$ cat src/rtl/mem_bus_arbiter.sv
// -----------------------------------------------------------------------------
// mem_bus_arbiter
//
// Purpose:
//   Two-master, one-slave arbiter for an Avalon-style memory bus. It lets the
//   CPU instruction-fetch port (m0) and data port (m1) share a single memory
//   that stalls with waitrequest.
//
//   - A grant covers exactly one transfer.
//   - After every transfer the bus passes through one IDLE cycle and is
//     arbitrated again.
//   - A watchdog aborts any grant that stays stalled on waitrequest for too
//     long.
//   - Slave-side outputs are a pure function of the registered owner, so a
//     request raised in cycle N reaches the slave in cycle N+1 at the earliest.
//
// Parameters:
//   PRIORITY_MODE   0 = round-robin between m0/m1
//                   1 = fixed priority, m0 wins every tie
//   TIMEOUT_CYCLES  consecutive stalled cycles tolerated in one grant before
//                   abort (1..65535)
//
// Ports:
//   clk, reset              rising-edge clock; asynchronous active-high reset
//   m0_* / m1_*             master ports: address, read, write, byteenable,
//                           writedata in; readdata, waitrequest out
//   s_*                     slave port: address, read, write, byteenable,
//                           writedata out; readdata, waitrequest in
//   grant                   one-hot owner (01 = m0, 10 = m1, 00 = none)
//   timeout_err             sticky watchdog flag, cleared only by reset
// -----------------------------------------------------------------------------
module mem_bus_arbiter #(
    parameter int unsigned PRIORITY_MODE  = 0,
    parameter int unsigned TIMEOUT_CYCLES = 1024
) (
    input  logic        clk,
    input  logic        reset,

    input  logic [31:0] m0_address,
    input  logic        m0_read,
    input  logic        m0_write,
    input  logic [3:0]  m0_byteenable,
    input  logic [31:0] m0_writedata,
    output logic [31:0] m0_readdata,
    output logic        m0_waitrequest,

    input  logic [31:0] m1_address,
    input  logic        m1_read,
    input  logic        m1_write,
    input  logic [3:0]  m1_byteenable,
    input  logic [31:0] m1_writedata,
    output logic [31:0] m1_readdata,
    output logic        m1_waitrequest,

    output logic [31:0] s_address,
    output logic        s_read,
    output logic        s_write,
    output logic [3:0]  s_byteenable,
    output logic [31:0] s_writedata,
    input  logic [31:0] s_readdata,
    input  logic        s_waitrequest,

    output logic [1:0]  grant,
    output logic        timeout_err
);

    // State codes are one-hot, so the grant output is the state register itself.
    typedef enum logic [1:0] {
        ST_IDLE = 2'b00,
        ST_GNT0 = 2'b01,
        ST_GNT1 = 2'b10
    } state_e;

    typedef enum logic {
        OWNER_M0 = 1'b0,
        OWNER_M1 = 1'b1
    } owner_e;

    localparam bit          FIXED_PRIO = (PRIORITY_MODE != 0);
    // The abort fires on the stalled cycle whose count equals this value.
    // The count starts at 0, so this is the TIMEOUT_CYCLES-th stalled cycle.
    localparam logic [15:0] WDOG_LAST  = 16'(TIMEOUT_CYCLES - 1);

    state_e      state_q,       state_d;
    owner_e      last_owner_q,  last_owner_d;
    logic [15:0] wdog_cnt_q,    wdog_cnt_d;
    logic        timeout_err_q, timeout_err_d;

    logic        req0;
    logic        req1;
    logic        own_req;
    owner_e      own_id;

    assign req0 = m0_read | m0_write;
    assign req1 = m1_read | m1_write;

    // -------------------------------------------------------------------------
    // Next-state logic: arbitration, completion, protocol drop and watchdog.
    // -------------------------------------------------------------------------
    always_comb begin
        // NOTE: every variable written here gets a default first, so no path
        // leaves one unassigned and no latch is inferred.
        state_d       = state_q;
        last_owner_d  = last_owner_q;
        wdog_cnt_d    = wdog_cnt_q;
        timeout_err_d = timeout_err_q;
        own_req       = 1'b0;
        own_id        = OWNER_M0;

        case (state_q)
            ST_IDLE: begin
                if (req0 && req1) begin
                    // Round-robin hands a tie to whichever master did not
                    // finish most recently. Fixed priority always favours m0.
                    if (FIXED_PRIO || last_owner_q == OWNER_M1) begin
                        state_d = ST_GNT0;
                    end else begin
                        state_d = ST_GNT1;
                    end
                end else if (req0) begin
                    state_d = ST_GNT0;
                end else if (req1) begin
                    state_d = ST_GNT1;
                end
            end

            ST_GNT0, ST_GNT1: begin
                own_req = (state_q == ST_GNT0) ? req0 : req1;
                own_id  = (state_q == ST_GNT0) ? OWNER_M0 : OWNER_M1;

                if (!own_req) begin
                    // The owner withdrew its request mid-grant. Release the
                    // bus without crediting it as the last owner.
                    state_d = ST_IDLE;
                end else if (!s_waitrequest) begin
                    // The strobe is forwarded and unstalled: the transfer
                    // completes in this cycle.
                    state_d      = ST_IDLE;
                    last_owner_d = own_id;
                end else if (wdog_cnt_q == WDOG_LAST) begin
                    // Abort a stuck transfer. Recording the victim as the
                    // last owner gives the other master the next tie.
                    state_d       = ST_IDLE;
                    last_owner_d  = own_id;
                    timeout_err_d = 1'b1;
                end else begin
                    wdog_cnt_d = wdog_cnt_q + 16'd1;
                end
            end

            default: begin
                state_d = ST_IDLE;
            end
        endcase

        // The watchdog measures stall time within a single grant only.
        if (state_d != state_q) begin
            wdog_cnt_d = '0;
        end
    end

    // -------------------------------------------------------------------------
    // Bus steering: a pure function of the registered owner, so reset drops
    // the slave strobes at once.
    // -------------------------------------------------------------------------
    always_comb begin
        s_address      = '0;
        s_read         = 1'b0;
        s_write        = 1'b0;
        s_byteenable   = '0;
        s_writedata    = '0;
        m0_waitrequest = 1'b1;
        m1_waitrequest = 1'b1;

        case (state_q)
            ST_GNT0: begin
                s_address      = m0_address;
                s_read         = m0_read;
                s_write        = m0_write;
                s_byteenable   = m0_byteenable;
                s_writedata    = m0_writedata;
                m0_waitrequest = s_waitrequest;
            end
            ST_GNT1: begin
                s_address      = m1_address;
                s_read         = m1_read;
                s_write        = m1_write;
                s_byteenable   = m1_byteenable;
                s_writedata    = m1_writedata;
                m1_waitrequest = s_waitrequest;
            end
            default: begin
            end
        endcase
    end

    // Read data is broadcast. Each master qualifies it with its own
    // waitrequest.
    assign m0_readdata = s_readdata;
    assign m1_readdata = s_readdata;

    assign grant       = state_q;
    assign timeout_err = timeout_err_q;

    // -------------------------------------------------------------------------
    // State registers
    // -------------------------------------------------------------------------
    // NOTE: non-blocking assignments make every flop sample pre-edge values,
    // independent of statement or block ordering.
    always_ff @(posedge clk or posedge reset) begin
        if (reset) begin
            state_q       <= ST_IDLE;
            // Resetting to m1 as the last owner lets m0 win the first tie.
            last_owner_q  <= OWNER_M1;
            wdog_cnt_q    <= '0;
            timeout_err_q <= 1'b0;
        end else begin
            state_q       <= state_d;
            last_owner_q  <= last_owner_d;
            wdog_cnt_q    <= wdog_cnt_d;
            timeout_err_q <= timeout_err_d;
        end
    end

endmodule

$ cat config.mk
export PLATFORM = sky130hd
export DESIGN_NAME = mem_bus_arbiter
export DESIGN_NICKNAME = d
export VERILOG_FILES = /design/src/rtl/mem_bus_arbiter.sv
export SDC_FILE = /design/constraint.sdc
export NUM_CORES = 1
export LEC_CHECK = 0
export ABC_AREA = 1
export CAP_MARGIN = 0
export CORE_AREA = 2 2 121 123
export DETAILED_ROUTE_END_ITERATION = 12
export DIE_AREA = 0 0 123 125
export GPL_TIMING_DRIVEN = 0
export RECOVER_POWER = 25
export SETUP_SLACK_MARGIN = 0.05
export SLEW_MARGIN = 10
export SYNTH_ARGS = -nofsm -noshare
export SYNTH_HDL_FRONTEND = slang
export SYNTH_SLANG_ARGS = --single-unit
$ cat constraint.sdc
create_clock -name clk -period 2.6 [get_ports clk]
set_clock_uncertainty 0.15 [all_clocks]
set_input_delay 0.52 -clock clk [delete_from_list [all_inputs] [get_ports clk]]
set_output_delay 0.52 -clock clk [all_outputs]
set_load 0.02 [all_outputs]
==> run_results.csv <==
group,metric,value,unit
floorplan,fp.dieH,125,um
clock_tree,cts_root_buf,"clkbuf_16",
logic_synthesis,ys_ff_latch,20,
critical_path,cp_slowest_stage_delay,0.39,ns
critical_path,r2r_start,"grant[0]",
critical_path,timing.critical_path.to,"s_write",
timing,fmax,403,MHz
floorplan,io_pins,314,
floorplan,fp.dieW,123,um
logic_synthesis,synth_top_cell_area_share,0.226,
clock_tree,hold_buffers,0,
floorplan,rows,44,
pwr,p_per_area,795,nW/um^2
pwr,p_switching,2.54,mW
clock_tree,clock_latency,0.25,ns
detailed_routing,drt_iter0_drc,150,
detailed_routing,vias_per_cell,3.97,
run,maxCapViolations,0,
timing,tightest_slew,0.779,ns
logic_synthesis,synthArstFlopShare,1.00,
floorplan,coreArea,14200,um^2
pwr,pwr-share-comb,0.844,
logic_synthesis,yosys-top-cells-area,"nand2_1 (23%), buf_4 (17%), dfrtp_1 (17%)",
layout,final_net_count,929,
critical_path,crit_fanout,10,
critical_path,r2r_end,"wdog_cnt_q[0]",
layout,area_growth,108,%
logic_synthesis,synth_edf_count,0,
run_status,status,"completed",
grt,first_global_vias,3741,
logic_synthesis,syn-num-nets,636,
critical_path,arrival,1.81,ns
floorplan,start_util,0.199,
clock_tree,cts.clk_slew.worst_paths,0.06,ns
pwr,p_seq_frac,0.081,
clock_tree,clock_path_buffers,2,
grt,grt_usage,0.183,
detailed_routing,ant_nets,0,
critical_path,path_class,"flip-flop to primary output",
critical_path,r2r_slack,0.20,ns
timing,fin_crit_sh,0.954,
logic_synthesis,seq_area_frac_synth,0.178,
layout,nFillCells,1554,
clock_tree,cts_tree,"built",
critical_path,crit_chain,"inv_2 > ha_4 > clkinvlp_4 > buf_12 > clkbuf_4 > a21oi_1 > buf_2",
critical_path,reg2reg_depth,15,
placed_design,place_area,5870,um^2
detailed_routing,drc,0,
pwr,switching_share,0.544,
timing,slew_headroom,0.480,
pwr,ir_drop,0.306,mV
placed_design,gp_congestion,0.788,
detailed_routing,vias,3696,
logic_synthesis,synth-main-ff-cell,"dfrtp_1",
floorplan,dieArea,15400,um^2
detailed_routing,wl,14.5,mm
critical_path,start_kind,"flip-flop",
critical_path,startpoint,"grant[0]",
layout,drive_gt1_frac,0.289,
critical_path,crit_slowest_cell,"dfrtp_2",
critical_path,worstPathRequired,1.93,ns
clock_tree,htree_levels,1,
timing,setup_tns,0,ns
logic_synthesis,postSynthAreaPerCell,6.19,um^2
logic_synthesis,synthCells,456,
critical_path,end_kind,"primary output",
detailed_routing,drtPass1Iterations,4,
clock_tree,numCtsBuffers,3,
layout,diodes,0,
detailed_routing,wl_per_cell,15.5,um
grt,overflow,0,
timing,min_period,2.48,ns
grt,grt_max_degree,21,
pwr,internal-power,2.13,mW
placed_design,hpwl,12.0,mm
logic_synthesis,syn_area,2820,um^2
logic_synthesis,synth_warnings,0,
logic_synthesis,ys_types,30,
pwr,leakage,2.54,nW
timing,setup_viol,0,
min_path,hp-class,"flip-flop to flip-flop",
timing,drv_slew,0,
layout,design_area,5870,um^2
timing,report.final.hold_viol_count,0,
logic_synthesis,synth_top_area_cell,"nand2_1",
grt,grt_pass1_wl,21.7,mm
clock_tree,cts.sinks,20,
placed_design,port-buffer-count,281,
grt,antenna_found_initial,0,
pwr,p_clk_frac,0.076,
timing,rsz0062_at_grt,"true",
layout by cell type (no fill, tap or decap), types with 2 or more instances in the layout:
master	synthesis	final
o21ai_0	2	2
buf_4	64	84
clkbuf_2	0	5
dlygate4sd2_1	0	3
ha_1	5	2
nand2_2	6	6
nand3_2	4	3
dfrtp_1	19	17
clkdlybuf4s50_1	0	185
dlygate4sd3_1	0	23
nand3_1	5	6
buf_12	1	2
inv_1	15	12
nand3b_1	2	2
nor2_1	23	23
buf_2	0	57
nor2_4	14	14
clkbuf_8	0	7
nand4_1	2	2
a21oi_2	0	3
clkbuf_16	0	4
a21oi_1	72	69
nand2_4	4	4
clkbuf_4	0	7
dfrtp_2	0	2
ha_4	0	2
xnor2_1	3	3
xor2_1	9	9
buf_6	1	2
nand2_1	170	170
inv_2	4	6
synth_stat cells, types with 2 or more instances:
cell type  number
dfrtp_1        19
nand2_1       170
nand3_2         4
nand2_2         6
o21ai_0         2
a21oi_1        72
inv_2           4
xnor2_1         3
xor2_1          9
nand3_1         5
nand4_1         2
nand2_4         4
nor2_4         14
nor2_1         23
buf_4          64
nand3b_1        2
ha_1            5
clkbuf_1       22
inv_1          15
cell type report:
type	instances	area, um^2	share of cell area
well taps	184	230	0.0392
plain buffers	87	721	0.123
repair buffers	289	2570	0.437
inverters	19	75.1	0.0128
multi-input cells	329	1690	0.288
clock buffers	4	88.8	0.0151
flip-flops and latches	20	504	0.0858
what timing repair did:
| item | in CTS | in global routing |
|---|---|---|
| buffers inserted | 6 | 2 |
| setup endpoints to repair | 72 | 57 |
| resized for setup | 328 | 36 |
| cloned | 0 | 0 |
through the flow:
step	total power [mW]	hold slack, ns	cells	util	setup WS, ns
after floorplan	2.52	0.333	456	-	0.236
after global routing	5.03	0.371	932	0.414	0.0388
after CTS	4.75	0.349	930	0.418	-0.000144
final	4.67	0.342	932	0.414	0.121
after detailed placement	4.26	0.335	921	0.413	-0.888
after global placement	4.27	0.332	921	0.413	-0.887
flip-flops by register name, summed over array words and instances (netlist names):
register	count
last_owner_q	1
timeout_err	1
grant	2
wdog_cnt_q	16
worst max-delay path, delay by kind of cell, from the launching register on:
kind	cells	cell delay, ns
buf+inv	5	0.71
flops	1	0.39
fa+ha+maj	1	0.28
compound gates	1	0.18
how the worst min path moves through the flow:
stage                start  depth (start not counted)          end
2_1_floorplan        reset                          1     grant[0]
3_3_place_gp   timeout_err                          2  timeout_err
3_5_place_dp   timeout_err                          2  timeout_err
4_1_cts        timeout_err                          2  timeout_err
5_1_grt        timeout_err                          2  timeout_err
6_report       timeout_err                          2  timeout_err
power groups by stage:
stage,Clock [mW],Combinational [mW],Sequential [mW]
global placement,0,3.88,0.387
detailed placement,0,3.88,0.387
CTS,0.359,4.01,0.381
floorplan,0,2.12,0.395
global route,0.377,4.27,0.381
finish,0.354,3.94,0.376
routing by layer:
| layer | global-route usage | wire (um) | part of all wire |
|---|---|---|---|
| met5 | 0 | 0 | 0 |
| met4 | 0.0187 | 102 | 0.0070 |
| met3 | 0.0374 | 930 | 0.064 |
| met2 | 0.315 | 7310 | 0.51 |
| met1 | 0.241 | 6130 | 0.42 |
logic make-up (layout without fill, tap and decap cells):
kind of cell / after synthesis / count (layout) / synth area share
AND/OR/NAND/NOR: 232 / 232 / 0.380
buffers and inverters: 107 / 399 / 0.236
AO/OA/AOI/OAI: 80 / 80 / 0.147
flip-flops: 20 / 20 / 0.178
XOR/XNOR: 12 / 12 / 0.0372
adder cells (fa/ha/maj): 5 / 5 / 0.0222
No activity file was read; power rests on OpenSTA's default activity.
